$ cat config.mk
export PLATFORM = sky130hd
export DESIGN_NAME = write_fifo_ctrl_flat
export DESIGN_NICKNAME = d
export VERILOG_FILES = /design/src/rtl/write_fifo_ctrl_if.sv /design/src/rtl/write_fifo_ctrl.sv /design/src/flat_wrapper.sv
export SDC_FILE = /design/constraint.sdc
export NUM_CORES = 1
export LEC_CHECK = 0
export ABC_AREA = 1
export BUFFER_PORTS_ARGS = -buffer_cell sky130_fd_sc_hd__buf_2
export CAP_MARGIN = 40
export CORE_AREA = 2 2 39 41
export CTS_CLUSTER_DIAMETER = 100
export DETAILED_ROUTE_END_ITERATION = 16
export DIE_AREA = 0 0 41 43
export GPL_TIMING_DRIVEN = 0
export PLACE_DENSITY = 0.67
export REMOVE_ABC_BUFFERS = 1
export SYNTH_ARGS = -nofsm -noshare
export SYNTH_HDL_FRONTEND = slang
export SYNTH_SLANG_ARGS = --single-unit
$ cat constraint.sdc
create_clock -name w_clk_in -period 3.92 [get_ports w_clk_in]
set_input_delay 1.176 -clock w_clk_in [delete_from_list [all_inputs] [get_ports w_clk_in]]
set_output_delay 1.176 -clock w_clk_in [all_outputs]
set_load 0.01 [all_outputs]
$ cat src/rtl/write_fifo_ctrl_if.sv
// Write-side FIFO control bus: producer request, read-pointer input and write-side status/pointers.
`timescale 1ns/1ps
`default_nettype none

interface write_fifo_ctrl_if #(
  parameter int ADDR_WIDTH = 3
);
  logic                  w_request_in;
  logic [ADDR_WIDTH-1:0] r_ptr_gray_in;
  logic [ADDR_WIDTH-1:0] w_ptr_out;
  logic [ADDR_WIDTH-1:0] w_ptr_gray_out;
  logic                  w_en_out;
  logic                  ctrl_full_out;
  logic                  ctrl_almost_full_out;
  logic                  ctrl_overflow_out;

  // Controller side
  modport slave (
    input  w_request_in,
    input  r_ptr_gray_in,
    output w_ptr_out,
    output w_ptr_gray_out,
    output w_en_out,
    output ctrl_full_out,
    output ctrl_almost_full_out,
    output ctrl_overflow_out
  );

  // Producer / environment side
  modport master (
    output w_request_in,
    output r_ptr_gray_in,
    input  w_ptr_out,
    input  w_ptr_gray_out,
    input  w_en_out,
    input  ctrl_full_out,
    input  ctrl_almost_full_out,
    input  ctrl_overflow_out
  );
endinterface

`default_nettype wire

$ cat src/rtl/write_fifo_ctrl.sv
// Async FIFO write-side controller: read-pointer sync, write pointers, full/overflow flags.
// Optional registered almost-full flag enabled by macro W_CTRL_ALMOST_FULL_EN.
`timescale 1ns/1ps
`default_nettype none

module write_fifo_ctrl #(
  parameter int ADDR_WIDTH = 3,
  parameter int AF_LEVEL   = 6
) (
  input  wire logic        w_clk_in,
  input  wire logic        w_reset_n_in,
  write_fifo_ctrl_if.slave bus
);

  typedef enum logic [0:0] {
    NOT_FULL = 1'b0,
    FULL     = 1'b1
  } state_t;

  state_t                state;
  state_t                state_nxt;
  logic [ADDR_WIDTH-1:0] sync_stage1;
  logic [ADDR_WIDTH-1:0] sync_stage2;
  logic [ADDR_WIDTH-1:0] r_ptr_sync;
  logic [ADDR_WIDTH-1:0] w_ptr;
  logic [ADDR_WIDTH-1:0] w_ptr_gray;
  logic [ADDR_WIDTH-1:0] w_ptr_nxt;
  logic [ADDR_WIDTH-1:0] w_ptr_nxt_plus1;
  logic                  w_en;
  logic                  overflow;
  logic                  almost_full;

  if (AF_LEVEL < 1 || AF_LEVEL >= 2**ADDR_WIDTH) begin : g_af_level_invalid
    $error("write_fifo_ctrl: AF_LEVEL must lie in 1 .. 2**ADDR_WIDTH-1");
  end

  // Gray-to-binary: each binary bit is the XOR of all Gray bits at or above it.
  always_comb begin
    r_ptr_sync = '0;
    r_ptr_sync[ADDR_WIDTH-1] = sync_stage2[ADDR_WIDTH-1];
    for (int i = ADDR_WIDTH-2; i >= 0; i--) begin
      r_ptr_sync[i] = r_ptr_sync[i+1] ^ sync_stage2[i];
    end
  end

  // Gating with reset keeps the memory write enable low during async reset.
  assign w_en            = bus.w_request_in && (state == NOT_FULL) && w_reset_n_in;
  assign w_ptr_nxt       = w_ptr + ADDR_WIDTH'(w_en);
  assign w_ptr_nxt_plus1 = w_ptr_nxt + ADDR_WIDTH'(1);

  // Full is judged on the post-write pointer so the filling write raises it on its own edge.
  always_comb begin
    state_nxt = state;
    case (state)
      NOT_FULL: begin
        if (bus.w_request_in && (w_ptr_nxt_plus1 == r_ptr_sync)) begin
          state_nxt = FULL;
        end
      end
      FULL: begin
        if (w_ptr_nxt_plus1 != r_ptr_sync) begin
          state_nxt = NOT_FULL;
        end
      end
      default: state_nxt = NOT_FULL;
    endcase
  end

  always_ff @(posedge w_clk_in or negedge w_reset_n_in) begin
    if (!w_reset_n_in) begin
      sync_stage1 <= '0;
      sync_stage2 <= '0;
      w_ptr       <= '0;
      w_ptr_gray  <= '0;
      state       <= NOT_FULL;
      overflow    <= 1'b0;
    end else begin
      sync_stage1 <= bus.r_ptr_gray_in;
      sync_stage2 <= sync_stage1;
      w_ptr       <= w_ptr_nxt;
      w_ptr_gray  <= w_ptr_nxt ^ (w_ptr_nxt >> 1);
      state       <= state_nxt;
      if (bus.w_request_in && (state == FULL)) begin
        overflow <= 1'b1;
      end
    end
  end

`ifdef W_CTRL_ALMOST_FULL_EN
  localparam logic [ADDR_WIDTH:0] AF_THRESH = (ADDR_WIDTH+1)'(AF_LEVEL);

  logic [ADDR_WIDTH-1:0] occupancy;

  assign occupancy = w_ptr - r_ptr_sync;

  always_ff @(posedge w_clk_in or negedge w_reset_n_in) begin
    if (!w_reset_n_in) begin
      almost_full <= 1'b0;
    end else begin
      almost_full <= ({1'b0, occupancy} >= AF_THRESH);
    end
  end
`else
  assign almost_full = 1'b0;
`endif

  assign bus.w_ptr_out            = w_ptr;
  assign bus.w_ptr_gray_out       = w_ptr_gray;
  assign bus.w_en_out             = w_en;
  assign bus.ctrl_full_out        = (state == FULL);
  assign bus.ctrl_almost_full_out = almost_full;
  assign bus.ctrl_overflow_out    = overflow;

endmodule

`default_nettype wire

$ cat src/flat_wrapper.sv
// flat-port wrapper written by rule: the top's interface ports become plain ports
module write_fifo_ctrl_flat 
#(
  parameter int ADDR_WIDTH = 3,
  parameter int AF_LEVEL   = 6
)
  (w_clk_in, w_reset_n_in, bus_w_request_in, bus_r_ptr_gray_in, bus_w_ptr_out, bus_w_ptr_gray_out, bus_w_en_out, bus_ctrl_full_out, bus_ctrl_almost_full_out, bus_ctrl_overflow_out);
  write_fifo_ctrl_if #(.ADDR_WIDTH(ADDR_WIDTH)) bus_i ();
  input  wire logic w_clk_in;
  input  wire logic w_reset_n_in;
  input wire logic [$bits(bus_i.w_request_in)-1:0] bus_w_request_in;
  input wire logic [$bits(bus_i.r_ptr_gray_in)-1:0] bus_r_ptr_gray_in;
  output wire logic [$bits(bus_i.w_ptr_out)-1:0] bus_w_ptr_out;
  output wire logic [$bits(bus_i.w_ptr_gray_out)-1:0] bus_w_ptr_gray_out;
  output wire logic [$bits(bus_i.w_en_out)-1:0] bus_w_en_out;
  output wire logic [$bits(bus_i.ctrl_full_out)-1:0] bus_ctrl_full_out;
  output wire logic [$bits(bus_i.ctrl_almost_full_out)-1:0] bus_ctrl_almost_full_out;
  output wire logic [$bits(bus_i.ctrl_overflow_out)-1:0] bus_ctrl_overflow_out;
  assign bus_i.w_request_in = bus_w_request_in;
  assign bus_i.r_ptr_gray_in = bus_r_ptr_gray_in;
  assign bus_w_ptr_out = bus_i.w_ptr_out;
  assign bus_w_ptr_gray_out = bus_i.w_ptr_gray_out;
  assign bus_w_en_out = bus_i.w_en_out;
  assign bus_ctrl_full_out = bus_i.ctrl_full_out;
  assign bus_ctrl_almost_full_out = bus_i.ctrl_almost_full_out;
  assign bus_ctrl_overflow_out = bus_i.ctrl_overflow_out;
  write_fifo_ctrl #(.ADDR_WIDTH(ADDR_WIDTH), .AF_LEVEL(AF_LEVEL)) u_core (.w_clk_in(w_clk_in), .w_reset_n_in(w_reset_n_in), .bus(bus_i));
endmodule
==> results_dict.tcl, run 1 <==
set metrics [dict create \
    grt_pass1_vias 339 \
    area_growth_syn_to_layout_pct 18.08 \
    antennaDiodeCount 0 \
    switchingPower_mw 0.1895 \
    critPathLaunchType "primary input" \
    ant_nets 0 \
    die_h_um 43 \
    crit_path_end_kind "output pin" \
    syn_avg_cell_area_um2 9.664 \
    wirelength_um 776 \
    combinationalPowerShare_pct 45.4 \
    port_buffers 14 \
    synth_cell_types 16 \
    fin_hold_ws_ns 0.3533 \
    stdcell_area_um2 661.9 \
    arrival_ns 1.83 \
    coreArea_um2 1384 \
    ctsResizeCount 0 \
    seq_area_frac_synth_pct 58.04 \
    initial_utilization_pct 40.51 \
    clk_latency_ns 0.27 \
    grt_max_degree 15 \
    antenna_found_initial 0 \
    maxCapViolations 0 \
    p_total_mw 0.4981 \
    peakVddDrop_v 0.0002912 \
    hpwl_um 617.4 \
    worstSetupPathType "primary input to output pin" \
    worstPathMaxFanout 14 \
    vias 396 \
    drt_iter0_markers 1 \
    drt_drc_violations_left 0 \
    cts_inserted_buffers 3 \
    maxSlewViolCount 0 \
    root_buffer "clkbuf_4" \
    p_clk_share_pct 16.1 \
    grt_usage_pct 11.25 \
    dr.pass1.iters 4 \
    syn_inst 58 \
    fin_skew_ns 0.002465 \
    gp_congestion 0.6989 \
    avgViaCountPerCell 4.400 \
    clock.fmax_mhz 332.4 \
    num-fill-cells 131 \
    clock-sinks 13 \
    status "finished clean" \
    clockBufferDepth 2 \
    finalSetupViolCount 0 \
    period_share_pct 76.75 \
    final_net_count 84 \
    cts_tree "built" \
    clk_pin_slew_ns 0.07 \
    grt_first_pass_wirelength_um 1214 \
    wl_per_cell_um 8.622 \
    htree_num_levels 1 \
    die_area_um2 1763 \
    rsz0062_at_grt "no" \
    worstPathRequired_ns 2.74 \
    p_int_mw 0.3086 \
    drive_above_1_share_pct 31.08 \
    powerDensity_nw_per_um2 752.5 \
    min_period_ns 3.009 \
    postCtsSetupBuffers 0 \
    placed_cell_area_um2 635.6 \
    min_path_type "register to register" \
    ioPinCount 16 \
    hold_viol 0 \
    leakage_nw 0.3839 \
    synth_area_um2 560.5 \
    ys_warn_count 0 \
    overflow 0 \
    switching_share_pct 38.05 \
    setup_tns_ns 0 \
    postCtsHoldBufs 0 \
    num_rows 14 \
    seqPwrFrac_pct 38.5 \
    ys_ff_latch 13 \
    dieWidth_um 41 \
]
[metal layers]
metal	global-route usage [%]	vias up	part of all wire, %
met3	6.283	0	8.8
met1	10.24	177	40
met4	8.000	0	0
li1	-	203	-
met2	17.50	16	51
met5	0	-	0
[path summary, 6_finish.rpt]
path / from / end / slack (ns) / depth (start not counted)
setup / recovery: w_reset_n_in / bus_w_en_out / 0.91 / 4
hold / removal: u_core.sync_stage1[0] / u_core.sync_stage2[0] / 0.35 / 0
setup reg to reg: u_core.bus.ctrl_full_out / u_core.bus.ctrl_full_out / 2.13 / 10
hold reg to reg: u_core.sync_stage1[0] / u_core.sync_stage2[0] / 0.35 / 0
max in group asynchronous: w_reset_n_in / u_core.sync_stage1[0] / 2.91 / 1
min in group asynchronous: w_reset_n_in / u_core.bus.w_ptr_out[1] / 0.78 / 1
[cell type report]
type	count	area, µm²	area share [%]
Clock buffer	4	26.28	3.970
Tap cell	16	20.02	3.025
Multi-Input combinational cell	34	186.4	28.17
Timing Repair Buffer	14	70.07	10.59
Inverter	9	33.78	5.104
Sequential cell	13	325.3	49.15
[worst max-delay path, cell delays in order]
cell	delay, ns
buf_2	0.27
nand2_1	0.09
nor2_1	0.14
buf_2	0.15
[layout by cell type (no fill, tap or decap), drive strengths merged]
cell type,netlist,routed
nand2,19,19
nand3,1,1
buf,2,14
xnor2,1,1
nor2,6,6
inv,9,9
clkbuf,0,4
or2,1,1
conb,1,1
dfrtp,13,13
xor2,1,1
ha,3,3
a21o,1,1
[sequential cells by signal, summed over array words and instances (netlist names)]
register / cells
u_core.bus.w_ptr_out: 3
u_core.sync_stage1: 3
u_core.sync_stage2: 3
u_core.bus.w_ptr_gray_out: 2
u_core.bus.ctrl_full_out: 1
u_core.bus.ctrl_overflow_out: 1
[per-stage QoR]
stage | cells | utilization, % | worst slack, ns
CTS | 90 | 47.83 | 0.8720
detailed placement | 86 | 45.93 | 0.8724
finish | 90 | 47.83 | 0.9113
global route | 90 | 47.83 | 0.7574
floorplan | 56 | - | 1.335
global placement | 86 | 45.93 | 0.9222
[cell families after synthesis]
group	share of synthesized area [%]
flops	58.04
compound gates	1.340
fa+ha+maj	6.697
simple gates	21.43
buf+inv	8.704
other cells	0.6690
xor+xnor	3.126
[synth_stat cells (all sizes together)]
cell   number  area share (%)
a21o        1             1.3
buf         2             2.7
conb        1            0.67
dfrtp      13              58
ha          3             6.7
inv         9             6.0
nand2      19              14
nand3       1            0.89
nor2        6             5.8
or2         1             1.1
xnor2       1             1.6
xor2        1             1.6
[power by group through the flow]
stage               clock network, mW  logic (mW)  registers (mW)
global route                   0.0922       0.259           0.197
CTS                            0.0839       0.232           0.193
finish                         0.0801       0.226           0.192
floorplan                           0       0.137           0.216
detailed placement                  0       0.229           0.196
global placement                    0       0.222           0.192
(Power assumes the default switching activity.)
==> run 2: changes to the inputs <==
--- a/config.mk
+++ b/config.mk
@@ -8,12 +8,12 @@
 export ABC_AREA = 1
 export BUFFER_PORTS_ARGS = -buffer_cell sky130_fd_sc_hd__buf_2
 export CAP_MARGIN = 40
-export CORE_AREA = 2 2 39 41
+export CORE_MARGIN = 2
+export CORE_UTILIZATION = 43
 export CTS_CLUSTER_DIAMETER = 100
 export DETAILED_ROUTE_END_ITERATION = 16
-export DIE_AREA = 0 0 41 43
 export GPL_TIMING_DRIVEN = 0
-export PLACE_DENSITY = 0.67
+export PLACE_DENSITY = 0.71
 export REMOVE_ABC_BUFFERS = 1
 export SYNTH_ARGS = -nofsm -noshare
 export SYNTH_HDL_FRONTEND = slang
==> constraint.sdc (replaced) <==
create_clock -name w_clk_in -period 2.5 [get_ports w_clk_in]
set_input_delay 0.75 -clock w_clk_in [delete_from_list [all_inputs] [get_ports w_clk_in]]
set_output_delay 0.75 -clock w_clk_in [all_outputs]
set_load 0.01 [all_outputs]
==> results_dict.tcl, run 2 (synthesis gave the netlist of run 1 again) <==
set metrics [dict create \
    die_h_um 40.11 \
    min_path_type "primary input to asynchronous set/reset pin" \
    root_buffer "clkbuf_4" \
    status "finished clean" \
    cts_tree "built" \
    antenna_found_initial 0 \
    ant_nets 0 \
    cp-startpoint "w_reset_n_in" \
    cts_inserted_buffers 3 \
    maxSlewViolCount 0 \
    grt_max_degree 15 \
    dieWidth_um 40.11 \
    leakage_nw 0.3839 \
    die_area_um2 1608 \
    initial_utilization_pct 44.76 \
    combinationalPowerShare_pct 45.6 \
    powerDensity_nw_per_um2 1173 \
    gp_congestion 0.7589 \
    antennaDiodeCount 0 \
    rsz0062_at_grt "no" \
    worstSetupPathType "primary input to register" \
    overflow 0 \
    arrival_ns 2.33 \
    grt_pass1_vias 355 \
    maxCapViolations 0 \
    htree_num_levels 1 \
    final_net_count 84 \
    clk_pin_slew_ns 0.07 \
    critPathLaunchType "primary input" \
    switching_share_pct 37.54 \
    drt_drc_violations_left 0 \
    hpwl_um 604.5 \
    num-fill-cells 115 \
    multi_input_area_um2 186.4 \
    num_rows 13 \
    wl_per_cell_um 8.551 \
    clockBufferDepth 2 \
    peakVddDrop_v 0.0005732 \
    drt_iter0_markers 5 \
    ctsResizeCount 0 \
    vias 398 \
    utilization_pct 52.75 \
    drive_above_1_share_pct 31.08 \
    p_int_mw 0.4840 \
    area_growth_syn_to_layout_pct 17.86 \
    period_share_pct 86.63 \
    ioPinCount 16 \
    worstPathRequired_ns 2.66 \
    p_clk_share_pct 15.8 \
    seq_area_um2 325.3 \
    postCtsHoldBufs 0 \
    postCtsSetupBuffers 0 \
    worstPathMaxFanout 14 \
    fin_skew_ns 0.001880 \
    clock.fmax_mhz 461.7 \
    setup_tns_ns 0 \
    finalSetupViolCount 0 \
    avgViaCountPerCell 4.472 \
    final_cell_mix "17 x nand2_1, 14 x buf_2, 13 x dfrtp_1, 8 x inv_1, 4 x nor2_1" \
    crit_path_end_kind "register" \
    dr.pass1.iters 4 \
    final_common_cell "nand2_1" \
    min_period_ns 2.166 \
    rrSetupSlack_ns 0.75 \
    port_buffers 14 \
    grt_usage_pct 13.58 \
    seqPwrFrac_pct 38.6 \
    clk_latency_ns 0.26 \
    r2r-start "u_core.bus.ctrl_full_out" \
    clock-sinks 13 \
    switchingPower_mw 0.2909 \
    grt_first_pass_wirelength_um 1304 \
    coreArea_um2 1252 \
    hold_viol 0 \
    wirelength_um 761 \
]
-- run 2: cell counts in the layout (fill, tap and decap cells not counted) --
Identical to the previous run, type by type.
-- run 2: critical path, stage by stage --
cell and delay, ns:
buf_2 0.26, nand2_1 0.08, nor2_1 0.13, ha_1 0.18, ha_1 0.26, ha_1 0.32, inv_1 0.08, nand3_1 0.08
nand2_1 0.06, inv_1 0.03, nand2_1 0.05, nor2_1 0.03
-- run 2: path summary, 6_finish.rpt --
| kind | endpoint | depth (start not counted) |
|---|---|---|
| setup reg to reg | u_core.bus.ctrl_full_out | 10 |
| setup / recovery | u_core.bus.ctrl_full_out | 12 |
| hold reg to reg | u_core.sync_stage2[2] | 0 |
| hold / removal | u_core.sync_stage1[2] | 1 |
| max in group asynchronous | u_core.bus.ctrl_overflow_out | 1 |
| min in group w_clk_in | u_core.sync_stage2[2] | 0 |
-- run 2: power by group through the flow --
| stage | Clock [mW] | Combinational [mW] | Sequential [mW] |
|---|---|---|---|
| 2_1_floorplan | 0 | 0.215 | 0.338 |
| 3_3_place_gp | 0 | 0.348 | 0.300 |
| 3_5_place_dp | 0 | 0.361 | 0.304 |
| 4_1_cts | 0.128 | 0.362 | 0.300 |
| 5_1_grt | 0.143 | 0.416 | 0.309 |
| 6_report | 0.122 | 0.353 | 0.299 |
-- run 2: cell type report --
cell class	count	share of cell area, %
Tap cell	15	2.841
Timing Repair Buffer	14	10.61
Inverter	9	5.114
Clock buffer	4	3.977
Multi-Input combinational cell	34	28.22
Sequential cell	13	49.24
-- run 2: per-layer routing --
metal	track usage, %	vias up	routed length (µm)
met1	11.11	188	320
met4	10.34	0	0
li1	-	198	-
met5	0	-	0
met3	5.000	0	35
met2	25.40	12	405
-- run 2: stage by stage --
step / worst slack (ns) / cell area (µm²) / hold WS, ns / power [mW] / instances
global placement: 0.05979 / 634.4 / 0.3357 / 0.6480 / 85
finish: 0.3342 / 660.6 / 0.3509 / 0.7749 / 89
global route: 0.1344 / 660.6 / 0.3565 / 0.8675 / 89
floorplan: 0.3626 / 545.5 / 0.3312 / 0.5533 / 56
detailed placement: 0.01693 / 634.4 / 0.3411 / 0.6651 / 85
CTS: 0.2996 / 660.6 / 0.3532 / 0.7902 / 89
==> run 3: changes to the inputs <==
--- a/config.mk
+++ b/config.mk
@@ -6,11 +6,12 @@
 export NUM_CORES = 1
 export LEC_CHECK = 0
 export ABC_AREA = 1
-export BUFFER_PORTS_ARGS = -buffer_cell sky130_fd_sc_hd__buf_2
+export BUFFER_PORTS_ARGS = -buffer_cell sky130_fd_sc_hd__buf_4
 export CAP_MARGIN = 40
 export CORE_MARGIN = 2
 export CORE_UTILIZATION = 43
 export CTS_CLUSTER_DIAMETER = 100
+export CTS_CLUSTER_SIZE = 8
 export DETAILED_ROUTE_END_ITERATION = 16
 export GPL_TIMING_DRIVEN = 0
 export PLACE_DENSITY = 0.71
==> results_dict.tcl, run 3 (synthesis gave the netlist of run 1 again) <==
set metrics [dict create \
    initial_utilization_pct 44.76 \
    leakage_nw 0.3956 \
    ant_nets 0 \
    clk_pin_slew_ns 0.08 \
    grt_max_degree 15 \
    cts_inserted_buffers 3 \
    dr.pass1.iters 3 \
    top_layer_used "met4" \
    fin_skew_ns 0.005215 \
    ctsResizeCount 0 \
    grt_usage_pct 14.67 \
    arrival_ns 2.25 \
    min_path_type "primary input to asynchronous set/reset pin" \
    worstSetupPathType "primary input to register" \
    drt_iter0_markers 2 \
    worstPathMaxFanout 14 \
    rrSetupSlack_ns 0.73 \
    die_area_um2 1608 \
    rsz0062_at_grt "no" \
    clock-sinks 13 \
    final_common_cell "nand2_1" \
    final_cell_mix "17 x nand2_1, 14 x buf_4, 13 x dfrtp_1, 8 x inv_1, 4 x nor2_1" \
    drt_drc_violations_left 0 \
    clk_latency_ns 0.28 \
    status "finished clean" \
    antennaDiodeCount 0 \
    crit_path_end_kind "register" \
    cpPeakStageDelay_ns 0.32 \
    overflow 0 \
    placedCellCount 85 \
    clock.fmax_mhz 482.9 \
    fin_cells 89 \
    period_share_pct 82.83 \
    area_growth_syn_to_layout_pct 24.11 \
    crit_path_top_delay_cell "ha_1" \
    peakVddDrop_v 0.0005383 \
    hpwl_um 638.3 \
    finalSetupViolCount 0 \
    gp_congestion 0.7736 \
    maxSlewViolCount 0 \
    coreArea_um2 1252 \
    grt_pass1_vias 368 \
    worstPathRequired_ns 2.68 \
    htree_num_levels 1 \
    setup_tns_ns 0 \
    rr_worst_depth 10 \
    clockBufferDepth 2 \
    vias 397 \
    postCtsSetupBuffers 0 \
    powerDensity_nw_per_um2 1177 \
    dieWidth_um 40.11 \
    antenna_found_initial 0 \
    wl_per_cell_um 9.022 \
    die_h_um 40.11 \
    ioPinCount 16 \
    drt-met1-wl_um 304 \
    grt_first_pass_wirelength_um 1455 \
    wirelength_um 803 \
    avgViaCountPerCell 4.461 \
    min_period_ns 2.071 \
    root_buffer "clkbuf_4" \
    met2_length_um 393 \
    port_buffers 14 \
    cts_tree "built" \
    cp_cell_sequence "buf_4 -> nand2_1 -> nor2_1 -> ha_1 -> ha_1 -> ha_1 -> inv_1 -> nand3_1 -> nand2_1 -> inv_1 -> nand2_1 -> nor2_1" \
    met3WireLength_um 77 \
    hold_viol 0 \
    final_net_count 84 \
    drive_above_1_share_pct 31.08 \
    postCtsHoldBufs 0 \
    maxCapViolations 0 \
    critPathLaunchType "primary input" \
    num_rows 13 \
]
[run 3: cell counts in the layout (fill, tap and decap cells not counted)]
Identical to the previous run, type by type.
[run 3: critical path: cells and delay by family]
kind | cells | cell delay [ns]
AND/OR/NAND/NOR | 6 | 0.41
adder cells (fa/ha/maj) | 3 | 0.76
buffers and inverters | 3 | 0.31
[run 3: where the power goes]
group / switching [mW] / leakage (nW) / internal [mW]
clock network: 0.0657 / 0.0150 / 0.0620
registers: 0.0322 / 0.151 / 0.272
logic: 0.201 / 0.229 / 0.186
total: 0.299 / 0.396 / 0.519
[run 3: metal layers]
layer	vias up	track usage, %
met5	-	0
met4	0	10.34
met3	3	5.000
met2	15	25.81
met1	177	14.08
li1	202	-
[run 3: final timing paths]
| path | startpoint | end |
|---|---|---|
| max | w_reset_n_in | u_core.bus.ctrl_full_out |
| min | w_reset_n_in | u_core.sync_stage1[1] |
| max reg2reg | u_core.bus.ctrl_full_out | u_core.bus.ctrl_full_out |
| min reg2reg | u_core.sync_stage1[2] | u_core.sync_stage2[2] |
| max in group asynchronous | w_reset_n_in | u_core.bus.w_ptr_out[1] |
| min in group w_clk_in | u_core.sync_stage1[2] | u_core.sync_stage2[2] |
[run 3: cell type report]
type	count	area, µm²
Clock buffer	4	26.28
Fill cell	120	556.8
Inverter	9	33.78
Multi-Input combinational cell	34	186.4
Sequential cell	13	325.3
Tap cell	15	18.77
Timing Repair Buffer	14	105.1
[run 3: metrics by stage]
stage	power [mW]	setup slack, ns	instance area, µm²	utilization, %	hold WS (ns)
6_report	0.8185	0.4293	695.7	55.54	0.2980
5_1_grt	0.9040	0.2206	695.7	55.54	0.3033
4_1_cts	0.8358	0.4044	695.7	55.54	0.2961
3_5_place_dp	0.7051	0.1012	669.4	53.45	0.3420
3_3_place_gp	0.6874	0.1489	669.4	53.45	0.3366
2_1_floorplan	0.5533	0.3626	545.5	-	0.3312
